## config.mk

```make
export PLATFORM = sky130hd
export DESIGN_NAME = mips_mem_access_unit
export DESIGN_NICKNAME = d
export VERILOG_FILES = /design/src/rtl/mips_mem_pkg.sv /design/src/rtl/mips_byte_lane.sv /design/src/rtl/mips_mem_access_unit.sv
export SDC_FILE = /design/constraint.sdc
export NUM_CORES = 1
export LEC_CHECK = 0
export CAP_MARGIN = 20
export CELL_PAD_IN_SITES_DETAIL_PLACEMENT = 0
export CELL_PAD_IN_SITES_GLOBAL_PLACEMENT = 1
export CORE_AREA = 2 2 138 140
export DETAILED_ROUTE_END_ITERATION = 10
export DIE_AREA = 0 0 140 142
export MAX_ROUTING_LAYER = met4
export PLACE_DENSITY_LB_ADDON = 0.1
export REMOVE_ABC_BUFFERS = 1
export SYNTH_ARGS = -nofsm -noshare
export SYNTH_HDL_FRONTEND = slang
export SYNTH_SLANG_ARGS = --single-unit
export TNS_END_PERCENT = 100
```

## constraint.sdc

```tcl
create_clock -name clk -period 3.8 [get_ports clk]
set_clock_uncertainty 0.1 [all_clocks]
set_input_delay 0.76 -clock clk [delete_from_list [all_inputs] [get_ports clk]]
set_output_delay 0.76 -clock clk [all_outputs]
set_load 0.01 [all_outputs]
```

## src/rtl/mips_mem_pkg.sv

```systemverilog
// Shared encodings and decode helpers for the MIPS data-memory access unit.
package mips_mem_pkg;

  typedef enum logic [2:0] {
    OP_LW  = 3'd0,
    OP_LH  = 3'd1,
    OP_LHU = 3'd2,
    OP_LB  = 3'd3,
    OP_LBU = 3'd4,
    OP_SW  = 3'd5,
    OP_SH  = 3'd6,
    OP_SB  = 3'd7
  } op_e;

  typedef enum logic [2:0] {
    S_IDLE   = 3'd0,
    S_RD     = 3'd1,
    S_RMW_RD = 3'd2,
    S_WR     = 3'd3,
    S_RESP   = 3'd4
  } state_e;

  typedef enum logic [1:0] {
    SZ_BYTE = 2'd0,
    SZ_HALF = 2'd1,
    SZ_WORD = 2'd2
  } size_e;

  function automatic logic is_store(input logic [2:0] op);
    return (op == OP_SW) || (op == OP_SH) || (op == OP_SB);
  endfunction

  function automatic size_e access_size(input logic [2:0] op);
    case (op)
      OP_LW, OP_SW:         return SZ_WORD;
      OP_LH, OP_LHU, OP_SH: return SZ_HALF;
      default:              return SZ_BYTE;
    endcase
  endfunction

  function automatic logic is_signed_load(input logic [2:0] op);
    return (op == OP_LH) || (op == OP_LB);
  endfunction

endpackage

```

## src/rtl/mips_byte_lane.sv

```systemverilog
// Combinational lane steering: extracts a sub-word load result from a memory
// word and merges store data into a word, both keyed by offset and size.
module mips_byte_lane
  import mips_mem_pkg::*;
#(
  parameter bit BIG_ENDIAN = 1'b1
) (
  input  logic [31:0] word,
  input  logic [31:0] data,
  input  logic [1:0]  offset,
  input  size_e       size,
  input  logic        sgn,
  output logic [31:0] rdata,
  output logic [31:0] merged
);

  logic [4:0]  sh;
  logic [31:0] shifted;
  logic [31:0] mask;

  // Bit position of the addressed lane; big-endian puts offset 0 at the top.
  always_comb begin
    sh = 5'd0;
    case (size)
      SZ_BYTE: sh = BIG_ENDIAN ? {~offset, 3'b000} : {offset, 3'b000};
      SZ_HALF: sh = BIG_ENDIAN ? {~offset[1], 4'b0000} : {offset[1], 4'b0000};
      default: sh = 5'd0;
    endcase
  end

  always_comb begin
    shifted = word >> sh;
    mask    = 32'hFFFF_FFFF;
    rdata   = shifted;
    case (size)
      SZ_BYTE: begin
        mask  = 32'h0000_00FF << sh;
        rdata = sgn ? 32'($signed(shifted[7:0])) : {24'h0, shifted[7:0]};
      end
      SZ_HALF: begin
        mask  = 32'h0000_FFFF << sh;
        rdata = sgn ? 32'($signed(shifted[15:0])) : {16'h0, shifted[15:0]};
      end
      default: begin
        mask  = 32'hFFFF_FFFF;
        rdata = shifted;
      end
    endcase
    merged = (word & ~mask) | ((data << sh) & mask);
  end

endmodule

```

## src/rtl/mips_mem_access_unit.sv

```systemverilog
// Load/store initiator for the word-wide data memory; sub-word stores are
// performed as read-modify-write since the memory has no byte enables.
module mips_mem_access_unit
  import mips_mem_pkg::*;
#(
  parameter int MEM_WORDS  = 256,
  parameter bit BIG_ENDIAN = 1'b1
) (
  input  logic        clk,
  input  logic        rst,
  input  logic        req_valid,
  output logic        req_ready,
  input  logic [2:0]  req_op,
  input  logic [31:0] req_addr,
  input  logic [31:0] req_wdata,
  output logic        resp_valid,
  output logic [31:0] resp_rdata,
  output logic        resp_err,
  input  logic [31:0] read_data,
  output logic [31:0] mem_address,
  output logic [31:0] write_data,
  output logic        sig_mem_read,
  output logic        sig_mem_write
);

  state_e      state;
  logic [2:0]  op_q;
  logic [1:0]  off_q;
  logic [31:0] wdata_q;
  logic [31:0] lane_rdata;
  logic [31:0] lane_merged;
  logic        misaligned;
  logic        out_of_range;
  logic [31:0] word_idx;

  assign word_idx = {2'b00, req_addr[31:2]};

  always_comb begin
    misaligned = 1'b0;
    case (access_size(req_op))
      SZ_WORD: misaligned = |req_addr[1:0];
      SZ_HALF: misaligned = req_addr[0];
      default: misaligned = 1'b0;
    endcase
    out_of_range = word_idx >= 32'(MEM_WORDS);
  end

  mips_byte_lane #(.BIG_ENDIAN(BIG_ENDIAN)) u_lane (
    .word   (read_data),
    .data   (wdata_q),
    .offset (off_q),
    .size   (access_size(op_q)),
    .sgn    (is_signed_load(op_q)),
    .rdata  (lane_rdata),
    .merged (lane_merged)
  );

  always_ff @(posedge clk) begin
    if (rst) begin
      state         <= S_IDLE;
      req_ready     <= 1'b1;
      resp_valid    <= 1'b0;
      resp_rdata    <= 32'h0;
      resp_err      <= 1'b0;
      mem_address   <= 32'h0;
      write_data    <= 32'h0;
      sig_mem_read  <= 1'b0;
      sig_mem_write <= 1'b0;
    end else begin
      resp_valid    <= 1'b0;
      sig_mem_read  <= 1'b0;
      sig_mem_write <= 1'b0;
      case (state)
        S_IDLE: begin
          if (req_valid) begin
            op_q      <= req_op;
            off_q     <= req_addr[1:0];
            wdata_q   <= req_wdata;
            req_ready <= 1'b0;
            // Errors skip the memory entirely so no strobe is ever raised.
            if (misaligned || out_of_range) begin
              state      <= S_RESP;
              resp_valid <= 1'b1;
              resp_err   <= 1'b1;
              resp_rdata <= 32'h0;
            end else if (req_op == OP_SW) begin
              state         <= S_WR;
              mem_address   <= word_idx;
              write_data    <= req_wdata;
              sig_mem_write <= 1'b1;
            end else begin
              state        <= is_store(req_op) ? S_RMW_RD : S_RD;
              mem_address  <= word_idx;
              sig_mem_read <= 1'b1;
            end
          end
        end
        S_RD: begin
          state      <= S_RESP;
          resp_valid <= 1'b1;
          resp_err   <= 1'b0;
          resp_rdata <= lane_rdata;
        end
        S_RMW_RD: begin
          state         <= S_WR;
          write_data    <= lane_merged;
          sig_mem_write <= 1'b1;
        end
        S_WR: begin
          state      <= S_RESP;
          resp_valid <= 1'b1;
          resp_err   <= 1'b0;
          resp_rdata <= 32'h0;
        end
        S_RESP: begin
          state     <= S_IDLE;
          req_ready <= 1'b1;
        end
        default: begin
          state     <= S_IDLE;
          req_ready <= 1'b1;
        end
      endcase
    end
  end

endmodule
```

# After elaboration in Yosys (flattened, before gate mapping)
# Index checks and enable logic that the tools add are counted.
[op_classes]
n_mux = 33
reduce_logical = 25
shifts = 4
n_lt_le_gt_ge = 1
n_eq_ne = 20
bitwise_logic = 11
[ops]
columns = ["operator", "n"]
rows = [
  ["$mux 32", 7],
  ["$pmux 32 s2", 3],
  ["$pmux 32 s3", 1],
  ["$and 32x32->32", 2],
  ["$not 32->32", 1],
  ["$or 32x32->32", 1],
  ["$shl 16x5->32 const A", 1],
  ["$shl 32x5->32", 1],
  ["$shl 8x5->32 const A", 1],
  ["$shr 32x5->32", 1],
  ["$ge 30x9->1 const B", 1],
  ["$eq 3x2->1 const B", 5],
  ["$eq 3x3->1 const B", 5],
  ["$reduce_and 3->1", 4],
  ["$pmux 1 s2", 5],
  ["$pmux 5 s2", 1],
  ["$eq 3x1->1 const B", 3],
  ["$logic_not 3->1", 3],
  ["$mux 1", 9],
  ["$pmux 3 s3", 1],
  ["$reduce_or 3->1", 3],
  ["$ne 2x2->1 const B", 4],
  ["$pmux 2 s2", 2],
  ["$reduce_or 2->1", 4],
  ["other kinds (13)", 25],
]
[totals]
elab_cells = 106
out_inout_bits = 101
ff_bits = 139

# Logic depth before layout (Yosys ltp)
# Gate-level depths: netlist (run 1).
[depth]
depth_word = 11
depth_mapped = 12
depth_no_buf = 9

# By module
# A second synthesis (run 1) with hierarchy kept.
[unflattened]
cells_unflattened = 822
area_unflattened_um2 = 7793.7
[by_module_without_submodules]
columns = ["mod", "n_inst", "cells_per_inst", "area_each_um2", "seq_area_each_um2"]
rows = [
  ["mips_mem_access_unit", 1, 637, 6472.5, 3153.0],
  ["mips_byte_lane", 1, 185, 1321.3, 0.0],
]

# Worst setup path after synthesis (run 1)
# Ideal clock, no wire load.
[synth_timing]
kind = "input-to-reg"
from = "input port rst"
to = "register off_q[0], enable pin"
required_ns = 3.269
setup_slack_ns = 0.393
stages = 3
setup_time_ns = 0.431
arrival_ns = 2.876
path_cell_list = "clkbuf_1 or3_1 nor2_1"
[synth_between]
elab_chain_len = 2
[synth_lines]
columns = ["element", "line", "rtl"]
rows = [
  ["from (decl)", "mips_mem_access_unit.sv:10", "input logic rst,"],
  ["$not 1->1 (no source line)", "-", ""],
  ["$reduce_and 3->1 (no source line)", "-", ""],
  ["to (signal assigned)", "mips_mem_access_unit.sv:77", "off_q <= req_addr[1:0];"],
  ["to (decl)", "mips_mem_access_unit.sv:28", "logic [1:0] off_q;"],
]
# Every way passes these cells.
# A chain may end at the register's enable or synchronous reset.

# Final worst setup path (run 1)
[layout_timing]
from = "input port req_op[2]"
to = "register mem_address[14]"
[layout_between]
elab_chain_len = 8
elab_cells_between_ends = 14
cone_classes = "6 x eq/ne; 2 x mux; 1 x bitwise; 5 x reduce/logical"
[layout_lines]
columns = ["element", "line", "rtl"]
rows = [
  ["from (decl)", "mips_mem_access_unit.sv:13", "input logic [2:0] req_op,"],
  ["$eq 3x3->1 (tied with other cells)", "mips_mem_pkg.sv:34", "case (op)"],
  ["$reduce_or 3->1 or $reduce_or 2->1 (tied branches)", "mips_mem_pkg.sv:34", ""],
  ["$pmux 2 s2 (*)", "mips_mem_pkg.sv:34", ""],
  ["$eq 2x1->1 or $eq 2x2->1 (tied branches)", "mips_mem_access_unit.sv:40", "case (access_size(req_op))"],
  ["$pmux 1 s2 (*)", "mips_mem_access_unit.sv:40", ""],
  ["$logic_or 1x1->1 (*)", "mips_mem_access_unit.sv:81", "if (misaligned || out_of_range) begin"],
  ["$not 1->1 (no source line) (*)", "-", ""],
  ["$reduce_and 3->1 (no source line) (*)", "-", ""],
  ["to (signal assigned)", "mips_mem_access_unit.sv:88", "mem_address <= word_idx;"],
  ["to (signal assigned)", "mips_mem_access_unit.sv:93", "mem_address <= word_idx;"],
  ["to (decl)", "mips_mem_access_unit.sv:20", "output logic [31:0] mem_address,"],
]
# Every way passes the cells marked *; elsewhere a longest branch is shown, timed or not.

==> impl_metrics.yaml, run 1 <==
place:
  portBuffers: 200
  gp_congestion: 0.830
  hpwl_mm: 15.4
timing:
  drv_slew: 0
  finalCritPeriodShare: 0.891
  rsz0062_at_grt: "false"
  setup_viol: 0
  slew_headroom: 0.227
  holdWs_ps: 360
  hold_viol_final: 0
  worst_pin_slew_ps: 1160
  fin_crit_ps: 3380
  max_freq_mhz: 295
  tns_ps: 0
synth:
  synthesis.area_um2: 6370
  syn_inst: 626
  synth-async-reset-ratio: 0
  synth_edf_count: 37
  yosys_register_bits: 139
  ys_seq_area_frac: 0.495
  ys.flop_type: "dfxtp_1"
  synth_cell_type_count: 63
  yosys_warnings: 0
  syn_avg_cell_area_um2: 10.2
pwr:
  p_per_area_nw_per_um2: 381
  switching_share: 0.231
  seqPwrFrac: 0.447
  p_sw_mw: 0.805
  ir_drop_uv: 298
  intPower_mw: 2.68
  power_mw: 3.49
  comb_power_share: 0.098
  power_leakage_nw: 3.16
  clockPowerShare: 0.455
clock_network:
  cts_tree: "yes"
  post_cts_buffers: 0
  cts_max_path_buffers: 2
  clk_pin_slew_ps: 50
  clockRootBuffer: "clkbuf_16"
  cts_hold_buf: 0
  cts.sinks: 139
  cts_resized: 0
  clock_latency_ps: 420
  cts-htree-levels: 4
  cts_buffers: 17
die:
  ioPinCount: 203
  dieArea_um2: 19900
  initial_core_util: 0.345
  rows: 50
  die_h_um: 142
  coreArea_um2: 18500
  die_w_um: 140
global_routing:
  globalRouteTotalUtil: 0.219
  met1_usage: 0.279
  grt-ovfl-total: 0
  antenna_found_initial: 1
  grt_pass1_vias: 5796
  busiest_layer: "met2"
  grt_pass1_wl_mm: 32.5
  grt_max_degree: 51
  use_met2: 0.345
  grt_util_met3: 0.0622
final_layout:
  layout.nets: 915
  final_common_cell: "clkdlybuf4s50_1"
  layout_common_cells: "clkdlybuf4s50_1 (199), dfxtp_1 (102), nor2_1 (48)"
  register_area_um2: 3150
  multi_input_area_um2: 2930
  drive_gt1_frac: 0.108
  fillers: 1675
  areaGrowthSynthToFinish_pct: 43.6
route:
  postRouteAntennaNets: 0
  drt_wl_total_mm: 21.1
  avgViaCountPerCell: 5.33
  drc_errors: 18
  via_count: 5650
  wl_per_cell_um: 19.9
  drt_pass1_iterations: 11
  drtIter0Drc: 365
setup_path:
  reg2regPathDepth: 5
  cp.arrival_ps: 3640
  path_class: "in -> reg"
  cp.required_ps: 4060
  start_kind: "input port"
  cp-end-kind: "flip-flop"
  critPathMaxFanout: 22
worst_hold_path:
  hp-class: "reg -> reg"
  whs_path_depth: 1
outcome:
  violations: "DRC"
  outcome: "finished, violations left"
run:
  max_cap_violations: 0
-- layout make-up --
cell class / instances / area share
sequential: 139 / 0.345
multi-input combinational: 419 / 0.321
timing repair buffer: 217 / 0.234
clock buffer: 25 / 0.0543
tap: 234 / 0.0320
inverter: 17 / 0.00698
clock inverter: 7 / 0.00684
antenna: 2 / 0.000547
-- registers in the layout, indices dropped and copies added, names as in the netlist --
register,count
op_q,3
wdata_q,32
off_q,2
mem_address,30
sig_mem_read,1
resp_valid,1
sig_mem_write,1
req_ready,1
resp_rdata,32
write_data,32
state,3
resp_err,1
-- routing by layer --
layer  share of wire  up-vias
li1                -     2728
met1            0.44     2695
met2            0.47      205
met3           0.082       22
met4           0.012        0
met5               0        -
-- through the flow --
step | area [um2] | worst slack (ps) | utilization | std cells
2_1_floorplan | 6110 | -48.5 | - | 575
3_3_place_gp | 8580 | 198 | 0.465 | 1026
3_5_place_dp | 8580 | -31.4 | 0.465 | 1026
4_1_cts | 9140 | 405 | 0.495 | 1058
5_1_grt | 9140 | 63.3 | 0.495 | 1059
6_report | 9140 | 416 | 0.495 | 1060
-- power by group through the flow --
stage,registers (mW),logic [mW],clock network (mW)
detailed placement,1.59,0.341,0
floorplan,1.59,0.132,0
global route,1.56,0.367,1.68
global placement,1.59,0.335,0
finish,1.56,0.341,1.59
CTS,1.56,0.342,1.62
-- cells by family after synthesis --
logic type	after synthesis	synth area share
and+or+nand+nor	199	0.158
AOI/OAI and AO/OA	168	0.197
DFF	139	0.495
buffers and inverters	69	0.0503
muxes	46	0.0916
adders and majority gates	2	0.00393
xor gates and xnor gates	2	0.00275
other	1	0.000589
-- critical path, cell delays in order --
cell and delay (ps):
clkdlybuf4s50_1 570, xnor2_1 140, nor2b_1 190, ha_1 190, o21ai_0 110, a21oi_1 540, nor4_2 150, nor2_1 750
and2_1 230
-- synth_stat cells, types with 6 or more instances --
cell type | instances | area [um2]
nor3_1 | 6 | 30.0
a222oi_1 | 8 | 80.1
nand2_1 | 43 | 161
mux4_2 | 7 | 158
dfxtp_1 | 102 | 2040
mux2_2 | 24 | 270
o211ai_1 | 24 | 180
and3_1 | 9 | 56.3
buf_2 | 13 | 65.1
mux2i_1 | 14 | 140
a211oi_1 | 33 | 248
nor4_1 | 10 | 62.6
a21oi_1 | 38 | 190
nor2b_1 | 6 | 37.5
a311oi_1 | 16 | 140
nand3_1 | 29 | 145
edfxtp_1 | 37 | 1110
a22o_1 | 7 | 61.3
and2_1 | 25 | 156
clkbuf_1 | 28 | 105
inv_1 | 16 | 60.1
nor2_1 | 49 | 184
-- final timing paths --
kind                   startpoint               to  slack [ps]
setup / recovery        req_op[2]  mem_address[14]         420
hold reg to reg   mem_address[23]  mem_address[23]         360
hold / removal    mem_address[23]  mem_address[23]         360
setup reg to reg          op_q[1]    write_data[4]         790
Power figures use the tool's default switching activity.
==> run 2: changes to the inputs <==
--- a/config.mk
+++ b/config.mk
@@ -8,9 +8,9 @@
 export CAP_MARGIN = 20
 export CELL_PAD_IN_SITES_DETAIL_PLACEMENT = 0
 export CELL_PAD_IN_SITES_GLOBAL_PLACEMENT = 1
-export CORE_AREA = 2 2 138 140
+export CORE_AREA = 2 2 146 133
 export DETAILED_ROUTE_END_ITERATION = 10
-export DIE_AREA = 0 0 140 142
+export DIE_AREA = 0 0 148 135
 export MAX_ROUTING_LAYER = met4
 export PLACE_DENSITY_LB_ADDON = 0.1
 export REMOVE_ABC_BUFFERS = 1
==> run 2 against run 1 <==
The run now ends clean. Via count up 0.74%. Wire length rose by 1.1%. Sequential share of layout area fell by 0.27 points. Global-route usage rose by 0.19 points. Power grew 3.8%. Non-clock buffer count rose by 1. Critical endpoint is now write_data[30].
==> impl_metrics.yaml, run 2 (synthesis results as in run 1) <==
timing:
  drv_slew: 0
  finalWorstSetupSlack_ps: 673
  slew_headroom: 0.347
  finalCritPeriodShare: 0.823
  worst_pin_slew_ps: 979
  rsz0062_at_grt: "false"
  fin_crit_ps: 3130
  hold_viol_final: 0
  max_freq_mhz: 320
  setup_viol: 0
  holdWs_ps: 356
global_routing:
  grt-ovfl-total: 0
  antenna_found_initial: 0
  globalRouteTotalUtil: 0.221
  grt_pass1_vias: 5679
  grt_max_degree: 44
  grt_pass1_wl_mm: 32.9
setup_path:
  reg2regPathDepth: 5
  r2r_start: "op_q[1]"
  regToRegSetupSlack_ps: 730
  rr_endpoint: "write_data[29]"
  path_class: "in -> reg"
  cp-end-kind: "flip-flop"
  cp.required_ps: 4030
  cp-startpoint: "req_op[0]"
  crit_end: "write_data[30]"
  cp.arrival_ps: 3360
  start_kind: "input port"
  critPathMaxFanout: 31
pwr:
  p_per_area_nw_per_um2: 393
  ir_drop_uv: 306
  power_leakage_nw: 3.19
clock_network:
  cts_resized: 0
  cts.sinks: 139
  clock_latency_ps: 420
  post_cts_buffers: 0
  cts_buffers: 17
  cts_tree: "yes"
  cts_max_path_buffers: 2
  clk_pin_slew_ps: 60
  cts_hold_buf: 0
  cts-htree-levels: 4
  clockRootBuffer: "clkbuf_16"
die:
  rows: 47
  die_h_um: 135
  initial_core_util: 0.347
  die_w_um: 148
  dieArea_um2: 20000
  ioPinCount: 203
  coreArea_um2: 18300
place:
  hpwl_mm: 15.6
  place_inst: 1037
  dp_slack_ps: 250
  gp_congestion: 0.819
  portBuffers: 200
route:
  via_count: 5692
  avgViaCountPerCell: 5.32
  drtIter0Drc: 490
  drt_pass1_iterations: 5
  drt_wl_total_mm: 21.4
  wl_per_cell_um: 20.0
  drc_errors: 0
  postRouteAntennaNets: 0
final_layout:
  finalNonFillerCells: 1070
  areaGrowthSynthToFinish_pct: 44.7
  drive_gt1_frac: 0.113
  reg_top3: "resp_rdata x32, wdata_q x32, write_data x32"
  antenna_cells: 0
  fillers: 1704
  layout.nets: 916
  final_common_cell: "clkdlybuf4s50_1"
  layout_common_cells: "clkdlybuf4s50_1 (199), dfxtp_1 (102), nor2_1 (48)"
worst_hold_path:
  whs_path_depth: 1
  hp-start: "mem_address[29]"
  hp-class: "reg -> reg"
run:
  max_cap_violations: 0
outcome:
  outcome: "finished clean"
## run 2: layout make-up
class	count	area, um2	area share
sequential	139	3150	0.342
multi-input combinational	419	2930	0.318
timing repair buffer	218	2150	0.233
clock buffer	21	483	0.0524
tap	245	307	0.0333
clock inverter	11	125	0.0136
inverter	17	63.8	0.00693
## run 2: per-layer routing
| metal | vias to the layer above | global-route usage | part of all wire |
|---|---|---|---|
| met1 | 2680 | 0.315 | 0.47 |
| met2 | 248 | 0.319 | 0.44 |
| met4 | 0 | 0.0683 | 0.013 |
| li1 | 2740 | - | - |
| met3 | 24 | 0.0399 | 0.068 |
| met5 | - | - | 0 |
## run 2: report_power, final
part	internal, mW	switching, mW
logic	0.168	0.173
clock network	1.05	0.664
registers	1.54	0.0179
total	2.76	0.855
## run 2: worst min-delay path by stage
stage | endpoint | slack (ps)
after floorplan | resp_err | 380
after global placement | mem_address[24] | 340
after detailed placement | mem_address[29] | 340
after CTS | mem_address[18] | 360
after global routing | mem_address[29] | 370
final | mem_address[29] | 360
## run 2: critical path, cell delays in order
cell and delay, ps:
clkdlybuf4s50_1 580, xnor2_1 150, nor2b_1 200, inv_1 60, ha_1 170, o21ai_0 210, a21o_1 180, and4_1 250
buf_12 210, mux2_2 360, a211oi_1 210
## run 2: per-stage QoR
step	area (um2)	setup TNS [ps]	total power, mW	util
after global routing	9210	0	3.75	0.502
after CTS	9200	0	3.65	0.501
after floorplan	6110	-1070	1.72	-
after global placement	8590	0	1.93	0.468
after detailed placement	8590	0	1.93	0.468
final	9210	0	3.62	0.502
==> run 3: changes to the inputs <==
==> constraint.sdc (replaced) <==
create_clock -name clk -period 3.05 [get_ports clk]
set_clock_uncertainty 0.1 [all_clocks]
set_input_delay 0.61 -clock clk [delete_from_list [all_inputs] [get_ports clk]]
set_output_delay 0.61 -clock clk [all_outputs]
set_load 0.01 [all_outputs]
==> run 3 against run 2 <==
Flip-flop and latch count is the same. Combinational power increased by 33%. Design area is 2.0% higher. Utilization up 1.0 points. Non-clock buffer count rose by 20. Register-to-register slack lost 390 ps. Largest cell class unchanged.
==> impl_metrics.yaml, run 3 (synthesis results as in run 1) <==
outcome:
  outcome: "finished clean"
global_routing:
  globalRouteTotalUtil: 0.224
  grt_pass1_wl_mm: 33.5
  antenna_found_initial: 1
  grt-ovfl-total: 0
  grt_max_degree: 47
  grt_pass1_vias: 5774
route:
  via_count: 5889
  drtIter0Drc: 465
  avgViaCountPerCell: 5.40
  drc_errors: 0
  drt_wl_total_mm: 21.8
  met3_length_mm: 1.45
  drt_pass1_iterations: 8
  highest-signal-layer: "met4"
  postRouteAntennaNets: 0
  wl_met1_mm: 10.1
  met2WireLength_mm: 9.73
  wl_per_cell_um: 20.0
timing:
  worst_pin_slew_ps: 849
  slew_headroom: 0.430
  hold_viol_final: 0
  tns_ps: 0
  setup_viol: 0
  max_freq_mhz: 354
  finalCritPeriodShare: 0.925
  drv_slew: 0
  rsz0062_at_grt: "false"
  fin_crit_ps: 2820
die:
  rows: 47
  die_w_um: 148
  dieArea_um2: 20000
  coreArea_um2: 18300
  die_h_um: 135
  ioPinCount: 203
  initial_core_util: 0.347
setup_path:
  critPathSlowestCell: "clkdlybuf4s50_1"
  cpPeakStageDelay_ps: 540
  cp.arrival_ps: 3050
  cp.required_ps: 3280
  path_class: "in -> reg"
  critPathMaxFanout: 18
  reg2regPathDepth: 6
  start_kind: "input port"
  crit_chain: "clkdlybuf4s50_1 > xnor2_1 > nor2b_1 > inv_1 > ha_1 > o21ai_1 > a21o_1 > and4_1 > buf_12 > mux2_2 > a211oi_1"
  cp-end-kind: "flip-flop"
  regToRegSetupSlack_ps: 340
final_layout:
  fin_util: 0.512
  register_area_um2: 3150
  reg_top3: "resp_rdata x32, wdata_q x32, write_data x32"
  layout_common_cells: "clkdlybuf4s50_1 (199), dfxtp_1 (102), nor2_1 (48)"
  fillers: 1679
  drive_gt1_frac: 0.135
  areaGrowthSynthToFinish_pct: 47.6
  multi_input_area_um2: 2930
  layout.nets: 936
  final_common_cell: "clkdlybuf4s50_1"
  finalNonFillerCells: 1091
  final_cell_area_um2: 9400
place:
  portBuffers: 200
  hpwl_mm: 15.8
  gp_congestion: 0.897
  place_inst: 1058
  place_area_um2: 8800
pwr:
  power_leakage_nw: 3.31
  p_per_area_nw_per_um2: 478
  ir_drop_uv: 365
  power_mw: 4.49
clock_network:
  clock_latency_ps: 420
  clk_pin_slew_ps: 60
  cts_buffers: 17
  cts_hold_buf: 0
  cts.sinks: 139
  cts_tree: "yes"
  cts_max_path_buffers: 2
  clockRootBuffer: "clkbuf_16"
  cts-htree-levels: 4
worst_hold_path:
  whs_path_depth: 2
  hp-class: "in -> reg"
run:
  max_cap_violations: 0
## run 3: final timing paths
kind | start | end
max reg2reg | op_q[0] | write_data[29]
max | req_op[0] | write_data[26]
min reg2reg | mem_address[14] | mem_address[14]
min | rst | mem_address[1]
## run 3: metal layers
| metal | vias to the layer above | global-route usage |
|---|---|---|
| met5 | - | - |
| met4 | 0 | 0.0857 |
| met3 | 42 | 0.0443 |
| met2 | 279 | 0.333 |
| met1 | 2795 | 0.302 |
| li1 | 2773 | - |
## run 3: layout make-up
type / count / share of cell area
Sequential cell: 139 / 0.335
Multi-Input combinational cell: 419 / 0.312
Timing Repair Buffer: 238 / 0.249
Clock buffer: 20 / 0.0498
Tap cell: 245 / 0.0326
Clock inverter: 12 / 0.0140
Inverter: 17 / 0.00679
Antenna cell: 1 / 0.000266
## run 3: power breakdown
part	switching, mW	internal [mW]	leakage (nW)
combinational	0.229	0.227	1.84
clock	0.819	1.28	0.298
sequential	0.0160	1.92	1.17
total	1.06	3.43	3.31
## run 3: through the flow
step	hold WS [ps]	worst slack (ps)
floorplan	381	-648
global placement	341	-192
detailed placement	344	-234
CTS	341	198
global route	347	53.8
finish	347	229
## run 3: timing repair
action | in CTS | in global routing
resized for setup | 0 | 1
buffers inserted | 0 | 0
endpoints found under the setup margin | 0 | 5
## run 3: critical path: cells and delay by family
kind / cells / cell delay, ps
XOR/XNOR: 1 / 130
buffers and inverters: 3 / 780
adder cells (fa/ha/maj): 1 / 170
AO/OA/AOI/OAI: 3 / 560
multiplexers: 1 / 350
AND/OR/NAND/NOR: 2 / 430
==> variant 1: new RTL, flow settings as in run 3 <==
`BIG_ENDIAN` is set to 1'b1 in 2 places; all go to 1'b0.
--- a/src/rtl/mips_byte_lane.sv
+++ b/src/rtl/mips_byte_lane.sv
@@ -5,3 +5,3 @@
 #(
-  parameter bit BIG_ENDIAN = 1'b1
+  parameter bit BIG_ENDIAN = 1'b0
 ) (
--- a/src/rtl/mips_mem_access_unit.sv
+++ b/src/rtl/mips_mem_access_unit.sv
@@ -6,3 +6,3 @@
   parameter int MEM_WORDS  = 256,
-  parameter bit BIG_ENDIAN = 1'b1
+  parameter bit BIG_ENDIAN = 1'b0
 ) (
Function: changed (Yosys sat finds a counterexample within 4 cycles, from zero or initial values and one cycle with rst high).
==> variant 1 against run 3 <==
- routed wire length increased by 5.2%
- sequential cell count did not move
- non-clock buffer count is 4 lower
- global-route usage increased by 1.3 points
- area after synthesis decreased by 0.86%
- worst setup slack better by 0.041 ns
- via count decreased by 2.3%
- final area fell by 1.6%
- total power decreased by 1.4%
- highest routed layer unchanged
==> variant 1: results (changes against run 3) <==
- Vias per inst: 5.50 (+1.9%)
- Post-Route WL: 23000 um (+5.2%)
- WL met1: 10300 um (+2.1%)
- Hold path cells: 3 (+1)
- Reg2reg end: write_data[18]
- Worst setup endpoint: write_data[19]
- Arrival time worst endpoint: 3.00 ns (-0.05 ns)
- Number of routed nets with antenna violations: 0 (unchanged)
- VDD IR max: 0.358 mV (-1.9%)
- Fmax: 0.360 GHz (+1.5%)
- # setup viols final: 0 (unchanged)
- RD Place Congestion: 0.826 (-7.9%)
- Reg2reg setup slack: 0.30 ns (-0.04 ns)
- Initial antenna violation count: 0 (-1)
- Status: finished clean
- TritonRoute pass-1 iters: 5 (-3)
- Pin count of the biggest net entering global routing: 39 (-17%)
- Commonest cells post-synth: dfxtp_1, nand2_1, edfxtp_1, and3_1, a211oi_1
- DR iter-0 viols: 468 (+0.65%)
- Main flop type after synthesis: dfxtp_1
- Routed wl met3: 1790 um (+24%)
- Syn_area_per_cell: 10.8 um2 (+6.3%)
- DR vias: 5752 (-2.3%)
- Crit path max fanout: 27 (+9)
- Sequential area share after synthesis: 50.0% (+0.43 points)
- NumNets Final: 892 (-4.7%)
- Lkg Pwr: 3.26 nW (-1.4%)
- Leading post-synthesis cells by cell area: dfxtp_1, edfxtp_1, mux2i_1
- Hold Path Class: primary input to register
- Clk buf depth: 2 (unchanged)
- Post-synth EDFFs: 37 (unchanged)
- Pre-CTS setup slack: -0.126 ns (+0.108 ns)
- Tot GR Track Use: 23.7% (+1.3 points)
- Post-synth cell types: 69 (+9.5%)
- Least-Margin Pin Slew: 0.997 ns (+0.148 ns)
- Share of post-route cells with drive strength above 1: 14.1% (+0.62 points)
- Met2 Routed Length: 10600 um (+8.8%)
- Dpl hpwl: 16100 um (+2.0%)
- Diodes inserted: 0 (-1)
- First-pass GRT wire length: 34200 um (+2.2%)
- Placed cell count: 1014 (-4.2%)
variant 1: cell count changes after synthesis, sizes merged, moves of 7 or more:
cell | run 3 | this run
a21oi | 39 | 30
a311oi | 16 | 0
and2 | 25 | 2
and3 | 9 | 33
mux2i | 14 | 27
mux4 | 7 | 0
nand3 | 29 | 14
nor2 | 49 | 14
o211ai | 24 | 9
o21ai | 6 | 31
o221ai | 0 | 9
o2bb2ai | 2 | 16
o32ai | 1 | 8
variant 1: layout make-up:
type / count / area, um2
Clock buffer: 18 / 450
Inverter: 13 / 48.8
Sequential cell: 139 / 3150
Timing Repair Buffer: 234 / 2300
Tap cell: 245 / 307
Fill cell: 1687 / 9100
Clock inverter: 14 / 140
Multi-Input combinational cell: 383 / 2850
variant 1: where the power goes:
group          switching, W  internal [W]
Clock              0.000924       0.00114
Sequential        0.0000187       0.00192
Combinational      0.000219      0.000211
Total               0.00116       0.00327
variant 1: how the worst min path moves through the flow:
stage / end / from / slack (ns)
floorplan: mem_address[0] / mem_address[0] / 0.37
global placement: mem_address[3] / mem_address[3] / 0.34
detailed placement: mem_address[6] / mem_address[6] / 0.35
CTS: mem_address[5] / mem_address[5] / 0.36
global route: req_ready / rst / 0.36
finish: req_ready / rst / 0.35
variant 1: cell families (layout without fill, tap and decap cells):
kind of cell / after synthesis / after routing / synth area share, %
flip-flops: 139 / 139 / 50.0
multiplexers: 55 / 55 / 9.34
other: 1 / 2 / 0.0594
AND/OR/NAND/NOR: 137 / 137 / 12.0
XOR/XNOR: 1 / 1 / 0.139
adder cells (fa/ha/maj): 2 / 2 / 0.396
buffers and inverters: 63 / 279 / 5.15
AO/OA/AOI/OAI: 186 / 186 / 23.0
variant 1: per-layer routing:
metal | GRT usage [%] | vias to the layer above
met5 | - | -
met4 | 6.56 | 0
met3 | 6.01 | 34
met2 | 36.9 | 282
met1 | 30.8 | 2756
li1 | - | 2680
variant 1: worst max-delay path, cell delays in order:
cell,delay [ns]
clkdlybuf4s50_1,0.58
xnor2_1,0.15
nor2b_1,0.21
inv_1,0.06
ha_1,0.17
o21ai_0,0.17
a21o_1,0.15
and4_1,0.26
buf_12,0.23
mux2i_1,0.11
a221oi_1,0.27
variant 1: per-stage QoR:
| step | cell area [um2] | setup TNS (ns) | hold slack (ns) |
|---|---|---|---|
| floorplan | 6040 | -38.92 | 0.370 |
| detailed placement | 8660 | -2.57 | 0.347 |
| finish | 9250 | 0 | 0.347 |
| CTS | 9250 | 0 | 0.356 |
| global placement | 8660 | -0.543 | 0.339 |
| global route | 9250 | 0 | 0.360 |
==> variant 2: new RTL, flow settings as in run 3 <==
Made on the original files. The 5 states of `state_e` get a one-hot encoding in 5 bits.
--- a/src/rtl/mips_mem_pkg.sv
+++ b/src/rtl/mips_mem_pkg.sv
@@ -14,8 +14,8 @@
 
-  typedef enum logic [2:0] {
-    S_IDLE   = 3'd0,
-    S_RD     = 3'd1,
-    S_RMW_RD = 3'd2,
-    S_WR     = 3'd3,
-    S_RESP   = 3'd4
+  typedef enum logic [4:0] {
+    S_IDLE   = 5'b00001,
+    S_RD     = 5'b00010,
+    S_RMW_RD = 5'b00100,
+    S_WR     = 5'b01000,
+    S_RESP   = 5'b10000
   } state_e;
Formal check against the unedited RTL: no difference found for any inputs over 4 cycles, from zero or initial values and one cycle with rst high; so few cycles prove little.
==> variant 2 against run 3 <==
- routed wire length up 3.9%
- total power grew 0.42%
- register-to-register slack about the same
- utilization grew 0.70 points
- worst setup slack worse by 0.11 ns
- maximum frequency down 3.8%
- sequential cell count up 2
- area after synthesis is 0.35% higher
- cell count is 4.4% higher
- final area rose by 1.4%
- highest routed layer unchanged
==> variant 2: results (changes against run 3) <==
- Slew HR: 32.8% (-10 points)
- Vias per inst: 5.25 (-2.7%)
- Sequential share of power: 43.7% (+0.6 points)
- Met3 usage: 5.88% (+1.5 points)
- Vias in the first global route: 6018 (+4.2%)
- Syn_area_per_cell: 9.62 um2 (-5.4%)
- Tot GR Track Use: 23.5% (+1.1 points)
- WL met1: 10200 um (+0.89%)
- Crit path max fanout: 8 (-10)
- Combinational cell fraction of total power: 11.1% (+1.0 points)
- Sequential area share after synthesis: 50.0% (+0.45 points)
- Status: finished clean
- Commonest cells post-synth: dfxtp_1, nand2_1, nor2_1, mux2i_1, a21oi_1
- Final hold slack: 0.353 ns (+0.00626 ns)
- Num CTS Buffers: 17 (unchanged)
- Dpl hpwl: 16600 um (+4.6%)
- Met2 Routed Length: 10600 um (+8.9%)
- Met2 usage in global routing: 36.9% (+3.7 points)
- TritonRoute pass-1 iters: 5 (-3)
- Worst path slowest cell: clkdlybuf4s50_1
- Hold Startpoint: write_data[6]
- RD Place Congestion: 0.813 (-9.4%)
- Hold path cells: 2 (unchanged)
- Worst Hold End: write_data[6]
- Lkg Pwr: 3.45 nW (+4.3%)
- Top layer in use: met4
- Initial antenna violation count: 1 (unchanged)
- VDD IR max: 0.411 mV (+13%)
- Share of post-route cells with drive strength above 1: 11.9% (-1.6 points)
- First-pass GRT wire length: 34500 um (+3.2%)
- H-tree Lvls: 4 (unchanged)
- CTS clk-pin slew, worst paths: 0.06 ns (about the same)
- Post-synth EDFFs: 37 (unchanged)
- Post-Layout Cell Count: 1139 (+4.4%)
- DR iter-0 viols: 493 (+6.0%)
- Synth warnings: 0 (unchanged)
- Pin count of the biggest net entering global routing: 33 (-30%)
- Leading post-synthesis cells by cell area: dfxtp_1, edfxtp_1, mux2i_1
- GR met1 Demand/Resource: 30.6% (+0.40 points)
- Arrival time worst endpoint: 3.16 ns (+0.11 ns)
- Hold Path Class: register to register
- Reg2reg setup slack: 0.34 ns (about the same)
- Worst-skew pair later-pin latency: 0.42 ns (about the same)
- NumNets Final: 984 (+5.1%)
- Placed cell count: 1105 (+4.4%)
- Worst r2r src: op_q[2]
- Wire per inst: 19.9 um (-0.49%)
- Post-synth cell types: 58 (-7.9%)
- Net Switching: 0.00109 W (+2.8%)
- Routed wl met3: 1650 um (+14%)
## variant 2: changes by cell type after synthesis, sizes merged, moves of 8 or more
cell,delta
nor2,+16
a211oi,-13
a311oi,-8
o21ai,+10
o22ai,+9
a211o,+9
mux2,-20
nand2,+46
a222oi,-8
mux2i,+41
## variant 2: repair_timing
action,CTS,global route
gates resized for setup,1,7
pin swaps,0,1
buffers inserted,0,1
setup endpoints to repair,22,4
hold buffers,0,0
## variant 2: worst max path at each step
stage / startpoint / end / slack, ns / cells after the start
after floorplan: op_q[1] / write_data[14] / -1.58 / 6
after global placement: req_op[2] / mem_address[10] / -0.26 / 11
after detailed placement: req_op[2] / mem_address[28] / -0.51 / 11
after CTS: req_op[2] / write_data[28] / 0.14 / 12
after global routing: req_op[0] / write_data[29] / -0.04 / 13
final: req_op[0] / write_data[29] / 0.12 / 12
## variant 2: area by class of cell
class                           count  area [um2]
Sequential cell                   141        3190
Timing Repair Buffer              242        2430
Inverter                           13        48.8
Clock inverter                     11         118
Clock buffer                       21         450
Multi-Input combinational cell    465        2980
Fill cell                        1713        8820
Antenna cell                        1        2.50
Tap cell                          245         307
## variant 2: through the flow
step	power, W	worst slack, ns	area [um2]	utilization [%]
after floorplan	0.00221	-1.58	6160	-
after global placement	0.00250	-0.263	8920	48.6
after detailed placement	0.00251	-0.514	8920	48.6
after CTS	0.00454	0.143	9490	51.7
after global routing	0.00466	-0.0361	9530	51.9
final	0.00451	0.116	9530	51.9
## variant 2: kinds of logic (layout without fill, tap and decap cells)
logic type,after synthesis,in the layout,share of synthesized area (%)
AOI/OAI and AO/OA,161,161,18.0
xor gates and xnor gates,2,2,0.274
adders and majority gates,2,2,0.392
buffers and inverters,59,287,4.35
DFF,141,141,50.0
muxes,60,60,9.50
other,1,3,0.0587
and+or+nand+nor,238,238,17.4
